## src/rtl/cpu_control_unit.sv

```systemverilog
// Multi-cycle Hack-style instruction sequencer: fetches instructions, holds A/D/PC,
// drives an external combinational ALU and performs writeback and jump resolution.
module cpu_control_unit #(
    parameter int unsigned         PC_WIDTH = 15,
    parameter logic [PC_WIDTH-1:0] RESET_PC = '0
) (
    input  logic                clk,
    input  logic                reset,
    input  logic [15:0]         instr_in,
    input  logic                instr_valid,
    output logic                instr_ready,
    input  logic [15:0]         mem_in,
    output logic [PC_WIDTH-1:0] mem_addr,
    output logic [15:0]         mem_out,
    output logic                mem_write,
    output logic [PC_WIDTH-1:0] pc,
    output logic [15:0]         alu_x,
    output logic [15:0]         alu_y,
    output logic [5:0]          alu_ctrl,
    input  logic [15:0]         alu_out,
    input  logic                alu_zr,
    input  logic                alu_ng
);

    typedef enum logic [1:0] {
        FETCH,
        WB_A,
        EXEC,
        WB_C
    } state_t;

    localparam logic [PC_WIDTH-1:0] PC_ONE = {{(PC_WIDTH-1){1'b0}}, 1'b1};

    state_t              state;
    logic [15:0]         a_reg;
    logic [15:0]         d_reg;
    logic [14:0]         ir;
    logic [15:0]         res;
    logic                zr_q;
    logic                ng_q;
    logic                mem_write_q;
    logic [PC_WIDTH-1:0] pc_reg;
    logic                jump;

    always_comb begin
        jump = (ir[2] & ng_q) | (ir[1] & zr_q) | (ir[0] & ~ng_q & ~zr_q);
    end

    // The write strobe is set on the EXEC edge so it is high throughout WB_C,
    // while A still holds the pre-writeback address.
    always_ff @(posedge clk) begin
        if (reset) begin
            state       <= FETCH;
            a_reg       <= '0;
            d_reg       <= '0;
            pc_reg      <= RESET_PC;
            ir          <= '0;
            res         <= '0;
            zr_q        <= 1'b0;
            ng_q        <= 1'b0;
            mem_write_q <= 1'b0;
        end else begin
            mem_write_q <= 1'b0;
            case (state)
                FETCH: begin
                    if (instr_valid) begin
                        ir    <= instr_in[14:0];
                        state <= instr_in[15] ? EXEC : WB_A;
                    end
                end
                WB_A: begin
                    a_reg  <= {1'b0, ir};
                    pc_reg <= pc_reg + PC_ONE;
                    state  <= FETCH;
                end
                EXEC: begin
                    res         <= alu_out;
                    zr_q        <= alu_zr;
                    ng_q        <= alu_ng;
                    mem_write_q <= ir[3];
                    state       <= WB_C;
                end
                WB_C: begin
                    if (ir[5]) a_reg <= res;
                    if (ir[4]) d_reg <= res;
                    pc_reg <= jump ? a_reg[PC_WIDTH-1:0] : pc_reg + PC_ONE;
                    state  <= FETCH;
                end
                default: state <= FETCH;
            endcase
        end
    end

    always_comb begin
        instr_ready = (state == FETCH);
        mem_addr    = a_reg[PC_WIDTH-1:0];
        mem_out     = res;
        mem_write   = mem_write_q;
        pc          = pc_reg;
        alu_x       = d_reg;
        alu_y       = ir[12] ? mem_in : a_reg;
        alu_ctrl    = ir[11:6];
    end

endmodule

```

## config.mk

```make
export PLATFORM = sky130hd
export DESIGN_NAME = cpu_control_unit
export DESIGN_NICKNAME = d
export VERILOG_FILES = /design/src/rtl/cpu_control_unit.sv
export SDC_FILE = /design/constraint.sdc
export NUM_CORES = 1
export LEC_CHECK = 0
export CORE_MARGIN = 2
export CORE_UTILIZATION = 62
export CTS_CLUSTER_DIAMETER = 80
export DETAILED_ROUTE_END_ITERATION = 10
export DONT_BUFFER_PORTS = 1
export PLACE_DENSITY = 0.78
export REMOVE_ABC_BUFFERS = 1
export SLEW_MARGIN = 0
export SYNTH_ARGS = -nofsm -noshare
export SYNTH_HDL_FRONTEND = slang
export SYNTH_SLANG_ARGS = --single-unit
```

## constraint.sdc

```tcl
create_clock -name clk -period 2 [get_ports clk]
set_clock_uncertainty 0.1 [all_clocks]
set_input_delay 0.1 -clock clk [delete_from_list [all_inputs] [get_ports clk]]
set_output_delay 0.1 -clock clk [all_outputs]
set_load 0.02 [all_outputs]
```

# [Yosys cells after proc, flatten, opt, wreduce, memory -nomap -nowiden]
# Index checks and enable logic that the tools add are counted.
[word_totals] wordCells=39 in_bits=53 regBits=83
[classes] n_reduce_logical=7 n_eq_ne=5 bitwise=9 mux=8 addsub=1
[ops] cell="16-bit 2-to-1 mux" count=2
[ops] cell="16-bit one-hot mux with 2 select lines" count=1
[ops] cell="15-bit one-hot mux with 2 select lines" count=1
[ops] cell="15-bit by 1-bit adder with 15-bit output, second input constant" count=1
[ops] cell="15-bit 2-to-1 mux" count=1
[ops] cell="2-bit one-hot mux with 3 select lines" count=1
[ops] cell="2-bit AND reduction" count=3
[ops] cell="1-bit bitwise AND" count=4
[ops] cell="2-bit == test, second input constant" count=2
[ops] cell="2-bit 2-to-1 mux" count=2
[ops] cell="2-bit != test, second input constant" count=2
[ops] cell="2-bit OR reduction" count=2
[ops] cell="1-bit NOT" count=3
[ops] cell="2-bit by 1-bit == test with 1-bit output, second input constant" count=1
[ops] cell="2-bit zero test" count=1
[ops] cell="1-bit bitwise OR" count=2
[ops] cell="2-bit nonzero test" count=1

# [Logic depth before layout (Yosys ltp)]
# Gate-level depths: netlist of the first run.
[logic_depth] word_depth=6 mapped_depth=7 depth_no_buf=5

# [Worst setup path before layout of the first run]
# OpenSTA, ideal clock, no wires.
[synth_path] kind="register to register" startpoint="register pc_reg[0] (netlist: pc[0])" endpoint="register pc_reg[8] (netlist: pc[8])" path_slack_ns=0.250 setup_ns=0.075 period_less_slack_ns=1.750 stages_incl_launch_ff=6 arrival_ns=1.576 required_time_ns=1.825 path_cell_list="dfxtp_1 -> ha_1 -> and3_1 -> nand4_1 -> or4b_1 -> a31oi_1"
[synth_between] elab_chain_len=3
[synth_lines] element="from (decl)" line_no="42" rtl="logic [PC_WIDTH-1:0] pc_reg;"
[synth_lines] element="from (signal assigned)" line_no="73" rtl="pc_reg <= pc_reg + PC_ONE;"
[synth_lines] element="from (signal assigned)" line_no="86" rtl="pc_reg <= jump ? a_reg[PC_WIDTH-1:0] : pc_reg + PC_ONE;"
[synth_lines] element="15-bit by 1-bit adder with 15-bit output *" line_no="73, 86"
[synth_lines] element="15-bit 2-to-1 mux" line_no="86"
[synth_lines] element="15-bit one-hot mux with 2 select lines *" line_no="64" rtl="case (state)"
# Mark *: on every way between the ends. The rest lies on a longest branch, timed or not.
# A chain may end at the register's enable or synchronous reset.

# [Worst setup path in the final report of the first run]
# Same ends and word-level chain as after synthesis.

==> results of run 1 <==
==> through the flow <==
step	setup slack [ns]	cells	hold slack, ns	area (um^2)
after floorplan	-0.397	430	0.0646	3580
after global placement	0.264	531	0.0780	3870
after detailed placement	0.216	531	0.0782	3870
after CTS	0.193	582	0.0194	4460
after global routing	0.0586	582	0.0302	4460
final	0.162	582	0.0278	4460
==> layout make-up <==
cell class | count | area (um^2) | area share (%)
repair buffers | 62 | 573 | 12.9
flip-flops and latches | 83 | 1660 | 37.3
clock inverters | 2 | 60.1 | 1.35
clock buffers | 13 | 149 | 3.34
multi-input cells | 341 | 1900 | 42.6
well taps | 75 | 93.8 | 2.10
inverters | 6 | 22.5 | 0.505
==> kinds of logic (layout without fill, tap and decap cells) <==
group | count (synthesis) | after routing | synth area share, %
AOI/OAI and AO/OA | 120 | 120 | 19.6
xor gates and xnor gates | 2 | 2 | 0.451
adders and majority gates | 1 | 1 | 0.322
buffers and inverters | 60 | 83 | 8.37
DFF | 83 | 83 | 42.8
muxes | 17 | 17 | 4.83
and+or+nand+nor | 201 | 201 | 23.6
==> timing repair <==
item / 4_1_cts / 5_1_grt
hold buffers: 36 / 0
gates resized for setup: 0 / 0
endpoints found under the hold margin: 83 / 0
==> power by group <==
| part | leakage [nW] | internal, mW | switching [mW] |
|---|---|---|---|
| Combinational | 0.791 | 0.194 | 0.291 |
| Sequential | 0.675 | 1.73 | 0.151 |
| Clock | 0.104 | 0.733 | 0.571 |
==> worst max-delay path by stage <==
| stage | startpoint | to | slack [ns] |
|---|---|---|---|
| global route | pc[8]$_SDFFE_PP0P_ | pc[14]$_SDFFE_PP0P_ | 0.06 |
| global placement | ng_q$_SDFFE_PP0P_ | pc[11]$_SDFFE_PP0P_ | 0.26 |
| CTS | pc[0]$_SDFFE_PP0P_ | pc[8]$_SDFFE_PP0P_ | 0.19 |
| finish | pc[0]$_SDFFE_PP0P_ | pc[8]$_SDFFE_PP0P_ | 0.16 |
| floorplan | state[0]$_SDFFE_PP0P_ | pc[12]$_SDFFE_PP0P_ | -0.40 |
| detailed placement | ng_q$_SDFFE_PP0P_ | pc[11]$_SDFFE_PP0P_ | 0.22 |
==> cells in the final DEF (no fill, tap or decap), drive strengths merged, types with 2 or more instances in the layout <==
| cell type | n |
|---|---|
| inv | 6 |
| o32ai | 2 |
| o2bb2ai | 2 |
| mux2 | 14 |
| a221oi | 2 |
| mux2i | 3 |
| nor4 | 4 |
| dfxtp | 83 |
| or3 | 9 |
| o21a | 2 |
| o21ai | 16 |
| buf | 27 |
| bufinv | 2 |
| nand4 | 6 |
| nor2b | 6 |
| and2 | 6 |
| a31oi | 6 |
| o21bai | 2 |
| clkbuf | 13 |
| a21boi | 2 |
| nand2b | 5 |
| nor2 | 27 |
| and3 | 3 |
| a21oi | 57 |
| o211ai | 3 |
| nand3 | 11 |
| xor2 | 2 |
| a211oi | 15 |
| nand2 | 115 |
| a311oi | 7 |
| dlygate4sd3 | 35 |
| and4 | 2 |
| a21o | 2 |
==> metal layers <==
metal | global-route usage [%] | share of wire (%)
met1 | 34.7 | 39
met5 | 0 | 0
met3 | 8.55 | 8.2
met4 | 11.5 | 2.5
met2 | 53.7 | 50
==> critical path, cell delays in order (launching register included) <==
cell	delay, ns
sky130_fd_sc_hd__dfxtp_1	0.42
sky130_fd_sc_hd__ha_1	0.21
sky130_fd_sc_hd__and3_1	0.20
sky130_fd_sc_hd__nand4_1	0.15
sky130_fd_sc_hd__or4b_1	0.52
sky130_fd_sc_hd__a31oi_1	0.17
==> reports/metrics.sh, run 1 <==
SYNTH_CELL_TYPE_COUNT=51
UNREPAIRED_SETUP_ENDPOINTS_AFTER_GLOBAL_ROUTING='no'
NUM-FILL-CELLS=453
FINALCRITICALPERIOD_NS=1.84
POST-ROUTE-DRC-COUNT=0
VDD_IR_DROP_MAX_uV=597
AVGVIACOUNTPERCELL=6.15
SYNTH_SEQ_CELLS=83
SYNTH_AREA_PER_CELL_UM2=8.03
DIE_Y_UM=83.2
WORST_REG2REG_STARTPOINT='pc[0]$_SDFFE_PP0P_'
PORT_BUFFERS=0
CTS-ROOT-BUF='sky130_fd_sc_hd__clkbuf_8'
SYNTH_TOP_CELLS_BY_COUNT='sky130_fd_sc_hd__nand2_1 (115), sky130_fd_sc_hd__dfxtp_1 (83), sky130_fd_sc_hd__a21oi_1 (57)'
FLOORPLAN.INITIALDENSITY_PCT=64.8
CORE_AREA_UM2=5990
CHIPWIDTH_UM=83.2
DIODES=0
DETAIL-ROUTE-ANTENNA-NETS=0
TIMING.CRITICAL_PATH.TO_TYPE='register'
WORST-ENDPOINT-ARRIVAL_NS=2.01
GLOBALROUTETOTALUTIL_PCT=30.4
DRT_WL_TOTAL_UM=10800
GRT_PASS1_WL_UM=17100
SLEW_VIOLATIONS=0
OUTCOME='complete, no violations'
REG2REG_TO='pc[8]$_SDFFE_PP0P_'
SYNTH.YOSYS.SEQ_AREA_SHARE_PCT=42.8
REG2REG_SETUP_SLACK_NS=0.16
PLACE_CONGESTION=0.842
POST_SYNTH_EDFFS=0
VIA_COUNT_OF_THE_FIRST_GLOBAL_ROUTING_PASS=3601
VIAS_AFTER_DETAILED_ROUTING=3582
GRT_START_MAX_NET_PINS=85
SYNTH_LARGEST_TYPE_AREA_FRACTION_PCT=42.8
GRT_ANTENNA_BEFORE_REPAIR=0
MAXCLOCKFREQUENCY_GHz=0.544
DIE_FOOTPRINT_UM2=6920
TIMING.REG2REG.WORST_PATH_DEPTH=5
HOLDCRITSTARTPOINT='reset'
SITE_ROWS=28
SYNTHMOSTINSTANTIATEDCELL='sky130_fd_sc_hd__nand2_1'
DRIVE_GT1_SHARE_PCT=12.2
CRITPATHLAUNCHTYPE='register'
SYNTH_TOP_CELLS_BY_AREA='sky130_fd_sc_hd__dfxtp_1 (43%), sky130_fd_sc_hd__nand2_1 (11%), sky130_fd_sc_hd__a21oi_1 (7.3%)'
POWER.DENSITY_nW_PER_UM2=823
REPORT.FINAL.SETUP_VIOL=0
IOS=139
WORSTHOLDPATHCELLS=2
TIMING.MAX_CAP.VIOLATIONS=0
DESIGN.FINAL.NETS=557
CLOCK_LATENCY_ON_THE_WORST_SKEW_PAIR_NS=0.35
DEEPEST_LEVEL_OF_THE_CTS_H_TREE=3
GR-TOTAL-OVERFLOW=0
P_LEAK_nW=1.57
FFS_W_ASYNC_S_R_SYNTH_PCT=0
INITIALDRTVIOLATIONCOUNT=187
SYNTH_AREA_LEADER_CELL='sky130_fd_sc_hd__dfxtp_1'
HOLDPATHEND='state[0]$_SDFFE_PP0P_'
CRIT_REQUIRED_NS=2.17
SETUP-TNS-FINAL_NS=0
1ST_PASS_ROUTER_ITERATIONS=5
CTS_BUFFERS=9
SLEW_HEADROOM_PCT=57.4
DRT-WIRELENGTH-PER-CELL_UM=18.6
LAYOUT.CORE_UTILIZATION_PCT=74.4
CLOCK_PIN_TRANSITION_ON_THE_WORST_SETUP_AND_HOLD_TIMING_PATHS_NS=0.08
CTSLONGESTPATHBUFFERS=2
SYNTHESIS.INSTANCES=484
PATH_CLASS='reg2reg'
LAYOUT-AREA-OVERHEAD-VS-SYNTH_PCT=14.8
CLOCK_SINKS=83
CTS_TREE='built'
DPL_WIRE_LENGTH_UM=7090
WORST_PIN_SLEW_NS=0.633
DOMINANTREGCELLSYNTH='sky130_fd_sc_hd__dfxtp_1'
PATH_MAX_FANOUT=6
POST-CTS-SETUP-BUFFER-COUNT=0
REPORT.FINAL.HOLD_VIOL_COUNT=0
SHARE_OF_THE_CYCLE_NEEDED_BY_THE_CRITICAL_PATH_AFTER_ROUTING_PCT=91.9
MAPPEDNETLISTAREA_UM2=3880
HOLD_CLASS='in2reg'
TOTALPOWERFINAL_mW=3.67
YOSYS_WARNINGS=0
Note: power is estimated with default switching activity, not from simulation.
==> run 2: changes to the inputs <==
Clock period 2 ns to 1.8 ns, I/O delays scaled along.
==> run 2 against run 1 <==
Compared with the run above: the run now ends with hold timing left; combinational power decreased by 1%; die area unchanged; routed wire length decreased by 5.9%; setup slack got worse by 0.080 ns; flip-flop and latch count unchanged; critical endpoint is now pc[11]$_SDFFE_PP0P_; highest routed layer unchanged.
==> reports/metrics.sh, run 2 (synthesis gave the netlist of run 1 again) <==
CPMAXSTAGEDELAYCELL='sky130_fd_sc_hd__or4_1'
PATH_MAX_FANOUT=4  # -2
WORST_SLACK_NS=0.0813  # -0.0804 ns
NET_SW_SHARE_PCT=27.9  # +0.25 points
CTSLONGESTPATHBUFFERS=2  # unchanged
SHARE_COMB_OF_TOTAL_POWER_PCT=11.8  # -1.4 points
CLOCK_SINKS=83  # unchanged
P_LEAK_nW=1.53  # -2.4%
HOLD-WORST-SLACK_NS=-0.292  # -0.320 ns
GLOBALROUTETOTALUTIL_PCT=28.0  # -2.3 points
SEQ_PWR_SHARE_PCT=51.3  # about the same
WORSTHOLDPATHCELLS=1  # -1
DIE_FOOTPRINT_UM2=6920  # unchanged
MAXCLOCKFREQUENCY_GHz=0.582  # +7.0%
IOS=139  # unchanged
REPORT.FINAL.SETUP_VIOL=0  # unchanged
FAILING_CHECKS='hold timing'
DEEPEST_LEVEL_OF_THE_CTS_H_TREE=3  # unchanged
DESIGN.FINAL.NETS=541  # -2.9%
PLACEDINSTANCEAREA_UM2=4010  # +3.6%
FINISH.INSTANCE_AREA_UM2=4330  # -3.0%
CRIT_PATH_CELL_TRACE='a22oi_2 > buf_4 > a21oi_1 > buf_4 > or4_1 > a31oi_1'
CP_SLOWEST_STAGE_DELAY_NS=0.40  # -0.12 ns
DRT-WIRELENGTH-PER-CELL_UM=17.9  # -3.4%
HOLDBUFCOUNTCTS=5  # -86%
PLACE_WORST_SETUP_SLACK_NS=0.0196  # -0.196 ns
DPL_WIRE_LENGTH_UM=7270  # +2.6%
DIE_Y_UM=83.2  # unchanged
GRT_ANTENNA_BEFORE_REPAIR=0  # unchanged
CRITPATHLAUNCHTYPE='register'
DRIVE_GT1_SHARE_PCT=18.3  # +6.1 points
CORE_AREA_UM2=5990  # unchanged
REPORT.FINAL.HOLD_VIOL_COUNT=78  # +78
VIA_COUNT_OF_THE_FIRST_GLOBAL_ROUTING_PASS=3233  # -10%
LAYOUT_COMMON_CELLS='sky130_fd_sc_hd__nand2_1 (115), sky130_fd_sc_hd__dfxtp_1 (80), sky130_fd_sc_hd__a21oi_1 (57)'
OUTCOME='complete, but fails checks'
SLEW_VIOLATIONS=0  # unchanged
SLEW_HEADROOM_PCT=69.7  # +12 points
CRIT_REQUIRED_NS=1.98  # -0.19 ns
PATH_CLASS='reg2reg'
AVGVIACOUNTPERCELL=6.11  # -0.74%
TIMING.CRITICAL_PATH.TO_TYPE='register'
NUM-FILL-CELLS=471  # +4.0%
CLOCK_LATENCY_ON_THE_WORST_SKEW_PAIR_NS=0.35  # about the same
VIAS_AFTER_DETAILED_ROUTING=3464  # -3.3%
P_CLK_SHARE_PCT=36.9  # +1.3 points
SITE_ROWS=28  # unchanged
LAYOUT-AREA-OVERHEAD-VS-SYNTH_PCT=11.3
CTS_BUFFERS=9  # unchanged
CHIPWIDTH_UM=83.2  # unchanged
GR-TOTAL-OVERFLOW=0  # unchanged
GRT_START_MAX_NET_PINS=86  # +1.2%
FINALCRITICALPERIOD_NS=1.72  # -0.120 ns
1ST_PASS_ROUTER_ITERATIONS=6  # +1
DRT_WL_TOTAL_UM=10200  # -5.9%
DIODES=0  # unchanged
WORST-ENDPOINT-ARRIVAL_NS=1.90  # -0.11 ns
CTS-ROOT-BUF='sky130_fd_sc_hd__clkbuf_8'
TIMING.REG2REG.WORST_PATH_DEPTH=6  # +1
PLACE_CONGESTION=0.795  # -5.5%
SHARE_OF_THE_CYCLE_NEEDED_BY_THE_CRITICAL_PATH_AFTER_ROUTING_PCT=95.5  # +3.6 points
INITIALDRTVIOLATIONCOUNT=256  # +37%
TIMING.MAX_CAP.VIOLATIONS=0  # unchanged
CTS_TREE='built'
PORT_BUFFERS=0  # unchanged
GRT_PASS1_WL_UM=16000  # -6.2%
HOLD_CLASS='in2reg'
CLOCK_PIN_TRANSITION_ON_THE_WORST_SETUP_AND_HOLD_TIMING_PATHS_NS=0.08  # about the same
SETUP-TNS-FINAL_NS=0  # unchanged
MOST_FREQUENT_STANDARD_CELL_IN_THE_LAYOUT_EXCLUDING_FILL_AND_TAP_CELLS='sky130_fd_sc_hd__nand2_1'
SWITCHINGPOWER_mW=1.13  # +12%
POST-ROUTE-DRC-COUNT=0  # unchanged
UNREPAIRED_SETUP_ENDPOINTS_AFTER_GLOBAL_ROUTING='no'
DETAIL-ROUTE-ANTENNA-NETS=0  # unchanged
POWER.DENSITY_nW_PER_UM2=940  # +14%
CELLINTERNALPOWER_mW=2.93  # +10%
CRITICAL-PATH-TOP-CELL-BY-COUNT='sky130_fd_sc_hd__buf_4'
VDD_IR_DROP_MAX_uV=630  # +5.5%
WORST_PIN_SLEW_NS=0.453  # -0.180 ns
FLOORPLAN.INITIALDENSITY_PCT=64.8  # unchanged
==> run 2: changes by cell type in the layout (fill, tap and decap cells not counted), moves of 3 or more <==
cell,before,now
sky130_fd_sc_hd__dlygate4sd3_1,35,5
sky130_fd_sc_hd__dfxtp_1,83,80
sky130_fd_sc_hd__dfxtp_2,0,3
sky130_fd_sc_hd__buf_4,26,39
sky130_fd_sc_hd__clkbuf_1,3,0
==> run 2: repair_timing <==
action / in CTS / in global routing
setup buffers: 0 / 0
endpoints found under the setup margin: 0 / 11
endpoints found under the hold margin: 83 / 78
resized for setup: 0 / 12
==> run 2: per-layer routing <==
| metal | share of wire [%] | global-route usage [%] | vias to the layer above |
|---|---|---|---|
| li1 | - | - | 1669 |
| met2 | 49 | 48.1 | 151 |
| met4 | 1.2 | 7.60 | 0 |
| met1 | 40 | 35.0 | 1632 |
| met3 | 9.1 | 7.26 | 12 |
| met5 | 0 | 0 | - |
==> run 2: worst paths after layout <==
| kind | to | slack [ns] | startpoint |
|---|---|---|---|
| worst max-delay path | pc[11]$_SDFFE_PP0P_ | 0.08 | ir[1]$_SDFFE_PP0P_ |
| worst min-delay path | ir[9]$_SDFFE_PP0P_ | -0.29 | reset |
| worst max register to register | pc[11]$_SDFFE_PP0P_ | 0.08 | ir[1]$_SDFFE_PP0P_ |
| worst min register to register | ir[14]$_SDFFE_PP0P_ | 0.36 | ir[14]$_SDFFE_PP0P_ |
==> run 2: power by group through the flow <==
stage	Clock (mW)	Combinational, mW	Sequential, mW
global placement	0	0.456	2.12
global route	1.57	0.524	2.10
detailed placement	0	0.467	2.13
finish	1.50	0.479	2.09
floorplan	0	0.287	2.13
CTS	1.50	0.474	2.08
==> run 2: cell type report <==
class | count | area, um^2 | area share (%)
multi-input combinational | 341 | 1930 | 44.7
timing repair buffer | 46 | 383 | 8.85
sequential | 83 | 1670 | 38.5
clock inverter | 6 | 88.8 | 2.05
inverter | 6 | 22.5 | 0.521
clock buffer | 10 | 138 | 3.18
tap | 75 | 93.8 | 2.17
==> run 2: critical path: cells and delay by family, from the launching register on <==
| family | cells | cell delay [ns] |
|---|---|---|
| flip-flops | 1 | 0.34 |
| AO/OA/AOI/OAI | 3 | 0.49 |
| AND/OR/NAND/NOR | 1 | 0.40 |
| buffers and inverters | 2 | 0.33 |
==> run 2: metrics by stage <==
step | util [%] | hold WS (ns) | instances | power [mW]
final | 72.2 | -0.292 | 567 | 4.07
after CTS | 71.5 | -0.302 | 567 | 4.06
after floorplan | - | 0.0546 | 430 | 2.41
after global routing | 72.2 | -0.301 | 567 | 4.19
after global placement | 66.9 | 0.0666 | 546 | 2.58
after detailed placement | 66.9 | 0.0675 | 546 | 2.59
==> run 3: changes to the inputs <==
Settings changed: CELL_PAD_IN_SITES_DETAIL_PLACEMENT set to 0, CELL_PAD_IN_SITES_GLOBAL_PLACEMENT set to 1, CORE_UTILIZATION 62 to 45, PLACE_DENSITY 0.78 to unset, PLACE_DENSITY_LB_ADDON set to 0.1.
==> run 3 against run 2 <==
Compared with the run above: non-clock buffer count rose by 1; critical path depth decreased by 2; the run still ends with hold timing left; critical path type unchanged; count of clock-buffer cells in the layout is 1 higher.
==> reports/metrics.sh, run 3 (synthesis gave the netlist of run 1 again) <==
OUTCOME='complete, but fails checks'
FAILING_CHECKS='hold timing'
PLACE_CONGESTION=0.815  # +2.4%
HOLD-WORST-SLACK_NS=-0.304  # -0.0112 ns
HOLDBUFCOUNTCTS=6  # +1
REPORT.FINAL.SETUP_VIOL=0  # unchanged
TIMING.REG2REG.WORST_PATH_DEPTH=4  # -2
DRT_WL_TOTAL_UM=11300  # +11%
HOLD_CLASS='in2reg'
VIAS_AFTER_DETAILED_ROUTING=3409  # -1.6%
CHIPWIDTH_UM=96.9  # +17%
VIA_COUNT_OF_THE_FIRST_GLOBAL_ROUTING_PASS=3261  # +0.87%
UNREPAIRED_SETUP_ENDPOINTS_AFTER_GLOBAL_ROUTING='yes'
CRIT_REQUIRED_NS=1.97  # about the same
TIMING.MAX_CAP.VIOLATIONS=0  # unchanged
GR-TOTAL-OVERFLOW=0  # unchanged
GLOBALROUTETOTALUTIL_PCT=23.1  # -5.0 points
DIE_FOOTPRINT_UM2=9390  # +36%
SHARE_OF_THE_CYCLE_NEEDED_BY_THE_CRITICAL_PATH_AFTER_ROUTING_PCT=97.0  # +1.6 points
WORST_REG2REG_STARTPOINT='state[0]$_SDFFE_PP0P_'
CLOCK_SINKS=83  # unchanged
CTS_TREE='built'
DIODES=0  # unchanged
AVGVIACOUNTPERCELL=5.71  # -6.5%
POWER.DENSITY_nW_PER_UM2=936  # -0.43%
FLOORPLAN.INITIALDENSITY_PCT=46.8  # -18 points
CTS_BUFFERS=9  # unchanged
TIMING.CRITICAL_PATH.TO_TYPE='register'
DRIVE_GT1_SHARE_PCT=17.7  # -0.61 points
CTSLONGESTPATHBUFFERS=2  # unchanged
P_LEAK_nW=1.55  # +0.94%
SETUP-TNS-FINAL_NS=0  # unchanged
CRITICAL_PATH.STARTPOINT='state[0]$_SDFFE_PP0P_'
MAXCLOCKFREQUENCY_GHz=0.572  # -1.6%
FINALCRITICALPERIOD_NS=1.75  # +0.0281 ns
DIE_Y_UM=96.9  # +17%
SLEW_HEADROOM_PCT=69.8  # about the same
IOS=139  # unchanged
SITE_ROWS=33  # +18%
DRT-WIRELENGTH-PER-CELL_UM=18.9  # +5.6%
CRITPATHLAUNCHTYPE='register'
REG2REG_TO='pc[0]$_SDFFE_PP0P_'
MOST_FREQUENT_STANDARD_CELL_IN_THE_LAYOUT_EXCLUDING_FILL_AND_TAP_CELLS='sky130_fd_sc_hd__nand2_1'
SLEW_VIOLATIONS=0  # unchanged
REPORT.FINAL.HOLD_VIOL_COUNT=78  # unchanged
DPL_WIRE_LENGTH_UM=7550  # +3.8%
CLOCK_LATENCY_ON_THE_WORST_SKEW_PAIR_NS=0.35  # about the same
CORE_AREA_UM2=8300  # +39%
LAYOUT.CORE_UTILIZATION_PCT=52.8  # -19 points
DEEPEST_LEVEL_OF_THE_CTS_H_TREE=3  # unchanged
CRIT_END='pc[0]$_SDFFE_PP0P_'
REG2REG_SETUP_SLACK_NS=0.05  # -0.03 ns
VDD_IR_DROP_MAX_uV=476  # -24%
AREA_OCCUPIED_BY_MULTI_INPUT_GATES_UM2=1930  # -0.32%
GRT_PASS1_WL_UM=17400  # +8.9%
WORST_PIN_SLEW_NS=0.453  # -0.000279 ns
INITIALDRTVIOLATIONCOUNT=138  # -46%
POST-ROUTE-DRC-COUNT=0  # unchanged
NUM-FILL-CELLS=818  # +74%
1ST_PASS_ROUTER_ITERATIONS=4  # -2
WORST-ENDPOINT-ARRIVAL_NS=1.91  # about the same
SEQ_AREA_UM2=1670  # unchanged
DETAIL-ROUTE-ANTENNA-NETS=0  # unchanged
PATH_CLASS='reg2reg'
PATH_MAX_FANOUT=24  # +20
CLOCK_PIN_TRANSITION_ON_THE_WORST_SETUP_AND_HOLD_TIMING_PATHS_NS=0.08  # about the same
GRT_ANTENNA_BEFORE_REPAIR=0  # unchanged
PORT_BUFFERS=0  # unchanged
DESIGN.FINAL.NETS=542  # +0.18%
LAYOUT-AREA-OVERHEAD-VS-SYNTH_PCT=12.9
CTS-ROOT-BUF='sky130_fd_sc_hd__clkbuf_8'
GRT_START_MAX_NET_PINS=86  # unchanged
LAYOUT_COMMON_CELLS='sky130_fd_sc_hd__nand2_1 (115), sky130_fd_sc_hd__dfxtp_1 (80), sky130_fd_sc_hd__a21oi_1 (57)'
## run 3: critical path: stages (launching register included)
cell	delay, ns
sky130_fd_sc_hd__dfxtp_2	0.40
sky130_fd_sc_hd__buf_12	0.19
sky130_fd_sc_hd__nand2b_1	0.07
sky130_fd_sc_hd__dlygate4sd3_1	0.64
sky130_fd_sc_hd__o32ai_2	0.27
## run 3: worst min-delay path by stage
stage / from / end / slack [ns] / cells after the start
global route: reset / alu_x[0]$_SDFFE_PP0P_ / -0.32 / 1
global placement: reset / pc[5]$_SDFFE_PP0P_ / 0.07 / 1
finish: reset / mem_out[0]$_SDFFE_PP0P_ / -0.30 / 1
CTS: reset / alu_x[0]$_SDFFE_PP0P_ / -0.32 / 1
detailed placement: reset / mem_out[0]$_SDFFE_PP0P_ / 0.07 / 1
floorplan: reset / pc[2]$_SDFFE_PP0P_ / 0.05 / 1
## run 3: layer usage
metal | GRT usage, % | vias up | part of all wire [%]
li1 | - | 1662 | -
met1 | 29.5 | 1625 | 43
met2 | 37.6 | 115 | 49
met3 | 7.30 | 7 | 7.1
met4 | 6.50 | 0 | 0.94
met5 | 0 | - | 0
## run 3: area by class of cell
type                            instances  share of cell area, %
Clock buffer                           11                   3.45
Clock inverter                          4                   1.68
Inverter                                6                  0.571
Multi-Input combinational cell        341                   44.0
Sequential cell                        83                   38.0
Tap cell                              105                   3.00
Timing Repair Buffer                   47                   9.36
## run 3: where the power goes
group | switching (mW) | leakage, nW | internal, mW
sequential | 0.171 | 0.676 | 1.92
clock | 0.677 | 0.115 | 0.851
combinational | 0.288 | 0.754 | 0.198
total | 1.14 | 1.55 | 2.97
## run 3: what timing repair did
item | CTS | global route
hold endpoints to repair | 83 | 78
setup endpoints to repair | 0 | 7
resized for setup | 0 | 10
buffers inserted | 0 | 0
## run 3: per-stage QoR
step           hold slack [ns]  total power, mW  worst slack (ns)  std cells  instance area, um^2
3_5_place_dp            0.0706             2.60             0.107        575                 4040
3_3_place_gp            0.0682             2.59             0.115        575                 4040
6_report                -0.304             4.10            0.0532        597                 4390
4_1_cts                 -0.315             4.11           0.00166        596                 4320
5_1_grt                 -0.322             4.26           -0.0231        597                 4390
2_1_floorplan           0.0546             2.41            -0.597        430                 3580
